<file path="src/rtl/display_pkg.sv">
// Shared definitions for the display feeder: screen geometry defaults, the
// escape code, feeder FSM states and display status register bit positions.
package display_pkg;

    localparam int unsigned DEFAULT_CELLS_X = 80;
    localparam int unsigned DEFAULT_CELLS_Y = 30;

    localparam int unsigned BYTE_W = 8;
    localparam int unsigned DDR_W  = 16;
    localparam int unsigned DSR_W  = 16;
    localparam int unsigned ADDR_W = 12;

    localparam logic [BYTE_W-1:0] CHAR_ESC = 8'h1B;

    localparam int unsigned DSR_NOT_FULL_BIT = 15;
    localparam int unsigned DSR_OVERFLOW_BIT = 14;

    typedef enum logic [2:0] {
        IDLE    = 3'd0,
        ESC_ROW = 3'd1,
        ESC_COL = 3'd2,
        EMIT    = 3'd3,
        GAP     = 3'd4
    } feederState_t;

    // Limit an escape coordinate byte to the last valid cell index.
    function automatic int unsigned clampCoord(input logic [BYTE_W-1:0] value,
                                               input int unsigned limit);
        int unsigned v;
        v = 32'(value);
        return (v >= limit) ? (limit - 1) : v;
    endfunction

endpackage

</file>
<file path="src/rtl/char_fifo.sv">
// Synchronous FIFO with a registered occupancy count (one extra bit).
// Ports:
//   Clk, Reset        - clock, synchronous active-high reset
//   push, dataIn      - write request (ignored when full) and its data
//   pop, dataOut      - read request (ignored when empty); dataOut shows the head
//   full, empty       - occupancy flags from the registered count
//   fullNext          - full flag as it will be after the current edge
module char_fifo #(
    parameter int unsigned DEPTH = 16,
    parameter int unsigned WIDTH = 8
) (
    input  logic             Clk,
    input  logic             Reset,
    input  logic             push,
    input  logic             pop,
    input  logic [WIDTH-1:0] dataIn,
    output logic [WIDTH-1:0] dataOut,
    output logic             full,
    output logic             empty,
    output logic             fullNext
);

    localparam int unsigned AW = $clog2(DEPTH);
    localparam int unsigned CW = AW + 1;

    logic [WIDTH-1:0] mem [DEPTH];
    logic [AW-1:0]    wrPtr;
    logic [AW-1:0]    rdPtr;
    logic [CW-1:0]    count;
    logic [CW-1:0]    countNext;
    logic             pushEn;
    logic             popEn;

    assign full    = (count == CW'(DEPTH));
    assign empty   = (count == '0);
    assign pushEn  = push && !full;
    assign popEn   = pop && !empty;
    assign dataOut = mem[rdPtr];

    // Occupancy after this edge.
    always_comb begin
        countNext = count;
        case ({pushEn, popEn})
            2'b10:   countNext = count + CW'(1);
            2'b01:   countNext = count - CW'(1);
            default: countNext = count;
        endcase
    end

    assign fullNext = (countNext == CW'(DEPTH));

    // Pointers and count.
    always_ff @(posedge Clk) begin
        if (Reset) begin
            wrPtr <= '0;
            rdPtr <= '0;
            count <= '0;
        end else begin
            if (pushEn) wrPtr <= wrPtr + AW'(1);
            if (popEn)  rdPtr <= rdPtr + AW'(1);
            count <= countNext;
        end
    end

    // Storage; contents are don't-care until written.
    always_ff @(posedge Clk) begin
        if (pushEn) mem[wrPtr] <= dataIn;
    end

endmodule

</file>
<file path="src/rtl/display_feeder.sv">
// Buffers CPU writes to the display data register and hands them to the
// display driver one at a time under its Ready handshake. With
// DISPLAY_FEEDER_ESC_EN defined, ESC row col is turned into a cursor-address
// strobe; otherwise ESC is passed through like any other byte.
// Ports:
//   Clk, Reset            - clock, synchronous active-high reset
//   DdrWE, DdrIn          - CPU write strobe and data (low byte used)
//   DsrOut                - status: [15] not full, [14] sticky overflow
//   Ready                 - display driver can accept a strobe
//   CharWE, CharIn        - one-cycle character strobe and value
//   AddressWE, AddressIn  - one-cycle cursor-address strobe and cell address
module display_feeder
    import display_pkg::*;
#(
    parameter int unsigned FIFO_DEPTH  = 16,
    parameter int unsigned NUM_CELLS_X = DEFAULT_CELLS_X,
    parameter int unsigned NUM_CELLS_Y = DEFAULT_CELLS_Y
) (
    input  logic              Clk,
    input  logic              Reset,
    input  logic              DdrWE,
    input  logic [DDR_W-1:0]  DdrIn,
    output logic [DSR_W-1:0]  DsrOut,
    input  logic              Ready,
    output logic              CharWE,
    output logic [BYTE_W-1:0] CharIn,
    output logic              AddressWE,
    output logic [ADDR_W-1:0] AddressIn
);

    logic [BYTE_W-1:0] fifoHead;
    logic              fifoFull;
    logic              fifoEmpty;
    logic              fifoFullNext;
    logic              fifoPop;

    feederState_t      state;
    feederState_t      stateNext;
    logic              charWeReg;
    logic              charWeNext;
    logic [BYTE_W-1:0] charInReg;
    logic [BYTE_W-1:0] charInNext;
    logic              overflow;
    logic              overflowNext;
    logic [DSR_W-1:0]  dsrReg;
    logic [DSR_W-1:0]  dsrNext;

    // Only the low byte of the data register reaches the display.
    logic [DDR_W-BYTE_W-1:0] unusedDdrHigh;
    assign unusedDdrHigh = DdrIn[DDR_W-1:BYTE_W];

    char_fifo #(
        .DEPTH (FIFO_DEPTH),
        .WIDTH (BYTE_W)
    ) uFifo (
        .Clk      (Clk),
        .Reset    (Reset),
        .push     (DdrWE),
        .pop      (fifoPop),
        .dataIn   (DdrIn[BYTE_W-1:0]),
        .dataOut  (fifoHead),
        .full     (fifoFull),
        .empty    (fifoEmpty),
        .fullNext (fifoFullNext)
    );

`ifdef DISPLAY_FEEDER_ESC_EN
    localparam int unsigned ROW_W = $clog2(NUM_CELLS_Y);
    localparam int unsigned COL_W = $clog2(NUM_CELLS_X);

    logic [ROW_W-1:0]  rowReg;
    logic [ROW_W-1:0]  rowNext;
    logic [COL_W-1:0]  colClamped;
    logic [ADDR_W-1:0] cellAddr;
    logic              addrWeReg;
    logic              addrWeNext;
    logic [ADDR_W-1:0] addrInReg;
    logic [ADDR_W-1:0] addrInNext;

    // Cell address of the stored row and the column byte at the FIFO head.
    assign colClamped = COL_W'(clampCoord(fifoHead, NUM_CELLS_X));
    assign cellAddr   = ADDR_W'(rowReg) * ADDR_W'(NUM_CELLS_X) + ADDR_W'(colClamped);
`endif

    // Next-state, FIFO pop and next output values.
    always_comb begin
        stateNext  = state;
        fifoPop    = 1'b0;
        charWeNext = 1'b0;
        charInNext = charInReg;
`ifdef DISPLAY_FEEDER_ESC_EN
        rowNext    = rowReg;
        addrWeNext = 1'b0;
        addrInNext = addrInReg;
`endif
        case (state)
            IDLE: begin
                if (!fifoEmpty && Ready) begin
                    fifoPop = 1'b1;
`ifdef DISPLAY_FEEDER_ESC_EN
                    if (fifoHead == CHAR_ESC) begin
                        stateNext = ESC_ROW;
                    end else begin
                        charWeNext = 1'b1;
                        charInNext = fifoHead;
                        stateNext  = EMIT;
                    end
`else
                    charWeNext = 1'b1;
                    charInNext = fifoHead;
                    stateNext  = EMIT;
`endif
                end
            end
`ifdef DISPLAY_FEEDER_ESC_EN
            // Row byte is only stored, so the driver need not be ready.
            ESC_ROW: begin
                if (!fifoEmpty) begin
                    fifoPop   = 1'b1;
                    rowNext   = ROW_W'(clampCoord(fifoHead, NUM_CELLS_Y));
                    stateNext = ESC_COL;
                end
            end
            ESC_COL: begin
                if (!fifoEmpty && Ready) begin
                    fifoPop    = 1'b1;
                    addrWeNext = 1'b1;
                    addrInNext = cellAddr;
                    stateNext  = EMIT;
                end
            end
`endif
            EMIT:    stateNext = GAP;
            // Quiet cycle lets the driver leave its post-write state.
            GAP:     stateNext = IDLE;
            default: stateNext = IDLE;
        endcase

        overflowNext = overflow | (DdrWE & fifoFull);
        dsrNext                   = '0;
        dsrNext[DSR_NOT_FULL_BIT] = ~fifoFullNext;
        dsrNext[DSR_OVERFLOW_BIT] = overflowNext;
    end

    // State and registered outputs.
    always_ff @(posedge Clk) begin
        if (Reset) begin
            state     <= IDLE;
            charWeReg <= 1'b0;
            charInReg <= '0;
            overflow  <= 1'b0;
            dsrReg    <= DSR_W'(16'h8000);
        end else begin
            state     <= stateNext;
            charWeReg <= charWeNext;
            charInReg <= charInNext;
            overflow  <= overflowNext;
            dsrReg    <= dsrNext;
        end
    end

`ifdef DISPLAY_FEEDER_ESC_EN
    always_ff @(posedge Clk) begin
        if (Reset) begin
            rowReg    <= '0;
            addrWeReg <= 1'b0;
            addrInReg <= '0;
        end else begin
            rowReg    <= rowNext;
            addrWeReg <= addrWeNext;
            addrInReg <= addrInNext;
        end
    end

    assign AddressWE = addrWeReg;
    assign AddressIn = addrInReg;
`else
    assign AddressWE = 1'b0;
    assign AddressIn = '0;
`endif

    assign CharWE = charWeReg;
    assign CharIn = charInReg;
    assign DsrOut = dsrReg;

endmodule
</file>
<file path="config.mk">
export PLATFORM = sky130hd
export DESIGN_NAME = display_feeder
export DESIGN_NICKNAME = d
export VERILOG_FILES = /design/src/rtl/display_pkg.sv /design/src/rtl/char_fifo.sv /design/src/rtl/display_feeder.sv
export SDC_FILE = /design/constraint.sdc
export NUM_CORES = 1
export LEC_CHECK = 0
export CAP_MARGIN = 0
export CORE_ASPECT_RATIO = 1.5
export CORE_UTILIZATION = 35
export CTS_BUF_LIST = sky130_fd_sc_hd__clkbuf_16
export CTS_CLUSTER_SIZE = 16
export DETAILED_ROUTE_END_ITERATION = 7
export DONT_BUFFER_PORTS = 1
export GPL_TIMING_DRIVEN = 1
export PLACE_DENSITY = 0.47
export RECOVER_POWER = 25
export SLEW_MARGIN = 20
export SYNTH_ARGS = -nofsm -noshare
export SYNTH_HDL_FRONTEND = slang
export SYNTH_SLANG_ARGS = --single-unit
export TNS_END_PERCENT = 1
</file>
<file path="constraint.sdc">
create_clock -name Clk -period 5.5 [get_ports Clk]
set_input_delay 0.55 -clock Clk [delete_from_list [all_inputs] [get_ports Clk]]
set_output_delay 0.55 -clock Clk [all_outputs]
set_load 0.02 [all_outputs]
</file>
==> impl_metrics.py <==
metrics = {
    "global_route": {
        "antenna_found_initial": 0,
        "grt_overflow": 0,
        "grt_pass1_wl_um": 19800,
        "grt_pass1_vias": 3277,
        "grt.total_usage": 0.147,
        "grt_max_degree": 38,
    },
    "detailed_routing": {
        "routed_wl_um": 12800,
        "wl_per_cell_um": 21.0,
        "drtAntennaViolNets": 0,
        "dr.pass1.iters": 4,
        "drt_iter0_drc": 154,
        "vias": 3141,
        "route.detailed.drc": 0,
        "via_per_inst": 5.14,
    },
    "placed_design": {
        "gp_congestion": 0.786,
        "dpl.cell_count": 579,
        "place_ws_ps": 1860,
        "numPortBuffers": 0,
        "dp_hpwl_um": 8290,
    },
    "power_and_ir_drop": {
        "p_int_uw": 2180,
        "power_switching_uw": 870,
        "p_comb_frac": 0.172,
        "power.leakage_uw": 0.00233,
        "clkPwrFrac": 0.351,
        "switching_share": 0.285,
        "power_density_nw_per_um2": 434,
        "max-vdd-ir-drop_mv": 0.200,
        "power_frac_seq": 0.477,
    },
    "synth": {
        "ys_types": 46,
        "ys_async_sr_fraction": 0,
        "yosys.area.top_type_share": 0.600,
        "yosysTopAreaCell": "edfxtp_1",
        "synth_area_leaders": "edfxtp_1 (60%), mux4_2 (10%), dfxtp_1 (8.1%)",
        "synth_edf_count": 128,
        "yosysSeqAreaShare": 0.681,
        "synth_top_cells_by_count": "edfxtp_1 (128), nor2_1 (34), mux4_2 (29), buf_4 (28), dfxtp_1 (26)",
        "syn_inst": 382,
        "synthFlopType": "edfxtp_1",
        "ys_ff_latch": 154,
        "syn_area_per_cell_um2": 16.8,
        "syn-cell-area_um2": 6410,
        "yosys_warnings": 0,
        "synth_most_common_cell": "edfxtp_1",
    },
    "job": {
        "drv_cap": 0,
    },
    "clocking": {
        "numCtsBuffers": 17,
        "cts_resized": 0,
        "htreeDepth": 4,
        "cts_hold_buffers": 0,
        "worst_skew_pair.late_latency_ps": 420,
        "clk_path_buf_depth": 2,
        "clock_sinks": 154,
        "cts_setup_buffers": 0,
        "cts_tree": "yes",
        "clk_pin_slew_ps": 60,
        "clock-root-buffer": "clkbuf_16",
    },
    "worst_setup_path": {
        "cp-start-kind": "register",
        "crit_path_start": "uFifo.count[0]$_SDFF_PP0_",
        "crit_path_top_delay_cell": "or4_1",
        "end_kind": "register",
        "cp_max_fo": 10,
        "crit_arrival_ps": 3900,
        "path_class": "reg -> reg",
        "critPathRequiredTime_ps": 5800,
        "slowest_delay_ps": 690,
        "r2r-start": "uFifo.count[0]$_SDFF_PP0_",
        "path_cells": "or4_1 > o21ai_4 > inv_4 > ha_1 > ha_1 > nor2_1 > and3_1 > or4_1 > a211o_1",
    },
    "layout": {
        "fin_cells": 611,
        "multiInputGateArea_um2": 1840,
        "n_fill_cell": 1654,
        "utilization": 0.393,
        "layout-drive-gt1-share": 0.188,
        "syn_to_final_growth_pct": 9.98,
        "nets": 411,
        "seqCellArea_um2": 4370,
        "insertedDiodeCount": 0,
    },
    "floorplanning": {
        "die_height_um": 168,
        "ioPinCount": 58,
        "row_count": 60,
        "initial_core_util": 0.357,
        "design.die.area_um2": 18900,
        "core_um2": 17900,
        "fp.dieW_um": 112,
    },
    "timing": {
        "fin_ws_ps": 1910,
        "timing.fmax_mhz": 278,
        "whs_ps": 201,
        "hold_viol_final": 0,
        "period_share": 0.653,
        "maxSlewHeadroom": 0.260,
        "finalSetupTns_ps": 0,
        "rsz0062_at_grt": "no",
        "setup_viol": 0,
        "fin_crit_ps": 3590,
        "clock_skew_ps": 12.3,
        "slew_viol_final": 0,
        "worst_pin_slew_ps": 1110,
    },
    "min_path": {
        "hp-class": "in -> reg",
        "hold_start": "Reset",
    },
    "run_status": {
        "status": "complete, no violations",
    },
}
[critical path, delay by kind of cell (launching register included)]
kind / cells / cell delay (ps)
and+or+nand+nor: 4 / 1520
adders and majority gates: 2 / 750
AOI/OAI and AO/OA: 2 / 670
DFF: 1 / 390
buffers and inverters: 1 / 150
[per-stage QoR]
stage,total power (µW),area [µm²]
2_1_floorplan,1910,6500
3_3_place_gp,2010,6510
3_5_place_dp,2020,6510
4_1_cts,3090,7050
5_1_grt,3200,7050
6_report,3060,7050
[routing by layer]
| metal | up-vias | global-route usage | routed length [µm] |
|---|---|---|---|
| met5 | - | 0 | 0 |
| met4 | 0 | 0.0638 | 235 |
| met3 | 15 | 0.0315 | 334 |
| met2 | 50 | 0.263 | 6950 |
| met1 | 1645 | 0.168 | 5300 |
| li1 | 1431 | - | - |
[final cells by class]
| class | count | area share |
|---|---|---|
| Inverter | 7 | 0.00408 |
| Sequential cell | 154 | 0.620 |
| Multi-Input combinational cell | 200 | 0.261 |
| Clock inverter | 15 | 0.0153 |
| Clock buffer | 17 | 0.0604 |
| Tap cell | 217 | 0.0385 |
| Timing Repair Buffer | 1 | 0.00107 |
[state kept, by name, summed over array words and instances (netlist names)]
name	flops
CharIn	8
CharWE	1
DsrOut	2
state	2
uFifo.count	5
uFifo.mem	128
uFifo.rdPtr	4
uFifo.wrPtr	4
[cell usage in the layout, fill, tap and decap left out, types with 3 or more instances in the layout]
cell type,count
a21oi_1,7
a22oi_1,3
a311oi_2,3
and3_1,3
clkbuf_16,17
conb_1,27
dfxtp_1,24
edfxtp_1,128
ha_1,9
inv_1,8
inv_2,3
inv_4,3
mux2i_1,19
mux4_2,29
nand2_1,6
nand3b_1,7
nor2_1,34
nor3_1,3
nor3_2,4
o211ai_1,3
o221ai_1,4
o22ai_1,3
xnor2_1,3
xor2_1,5
[final timing paths]
check                                                 end  slack [ps]  cells past startpoint
worst max-delay path                DsrOut[15]$_SDFF_PP1_        1910                      9
worst min-delay path            uFifo.count[1]$_SDFF_PP0_         200                      1
worst max register to register      DsrOut[15]$_SDFF_PP1_        1910                      9
worst min register to register      state[2]$_SDFFE_PP0P_         450                      1
[logic make-up after synthesis]
| kind of cell | synth area share |
|---|---|
| AO/OA/AOI/OAI | 0.0457 |
| XOR/XNOR | 0.0109 |
| adder cells (fa/ha/maj) | 0.0207 |
| buffers and inverters | 0.0502 |
| flip-flops | 0.681 |
| multiplexers | 0.132 |
| other | 0.000585 |
| AND/OR/NAND/NOR | 0.0590 |
[power by group through the flow]
stage | Clock, µW | Sequential (µW) | Combinational (µW)
2_1_floorplan | 0 | 1440 | 477
3_3_place_gp | 0 | 1480 | 526
3_5_place_dp | 0 | 1490 | 535
4_1_cts | 1090 | 1460 | 537
5_1_grt | 1140 | 1470 | 589
6_report | 1070 | 1460 | 527
(Power assumes the default switching activity.)
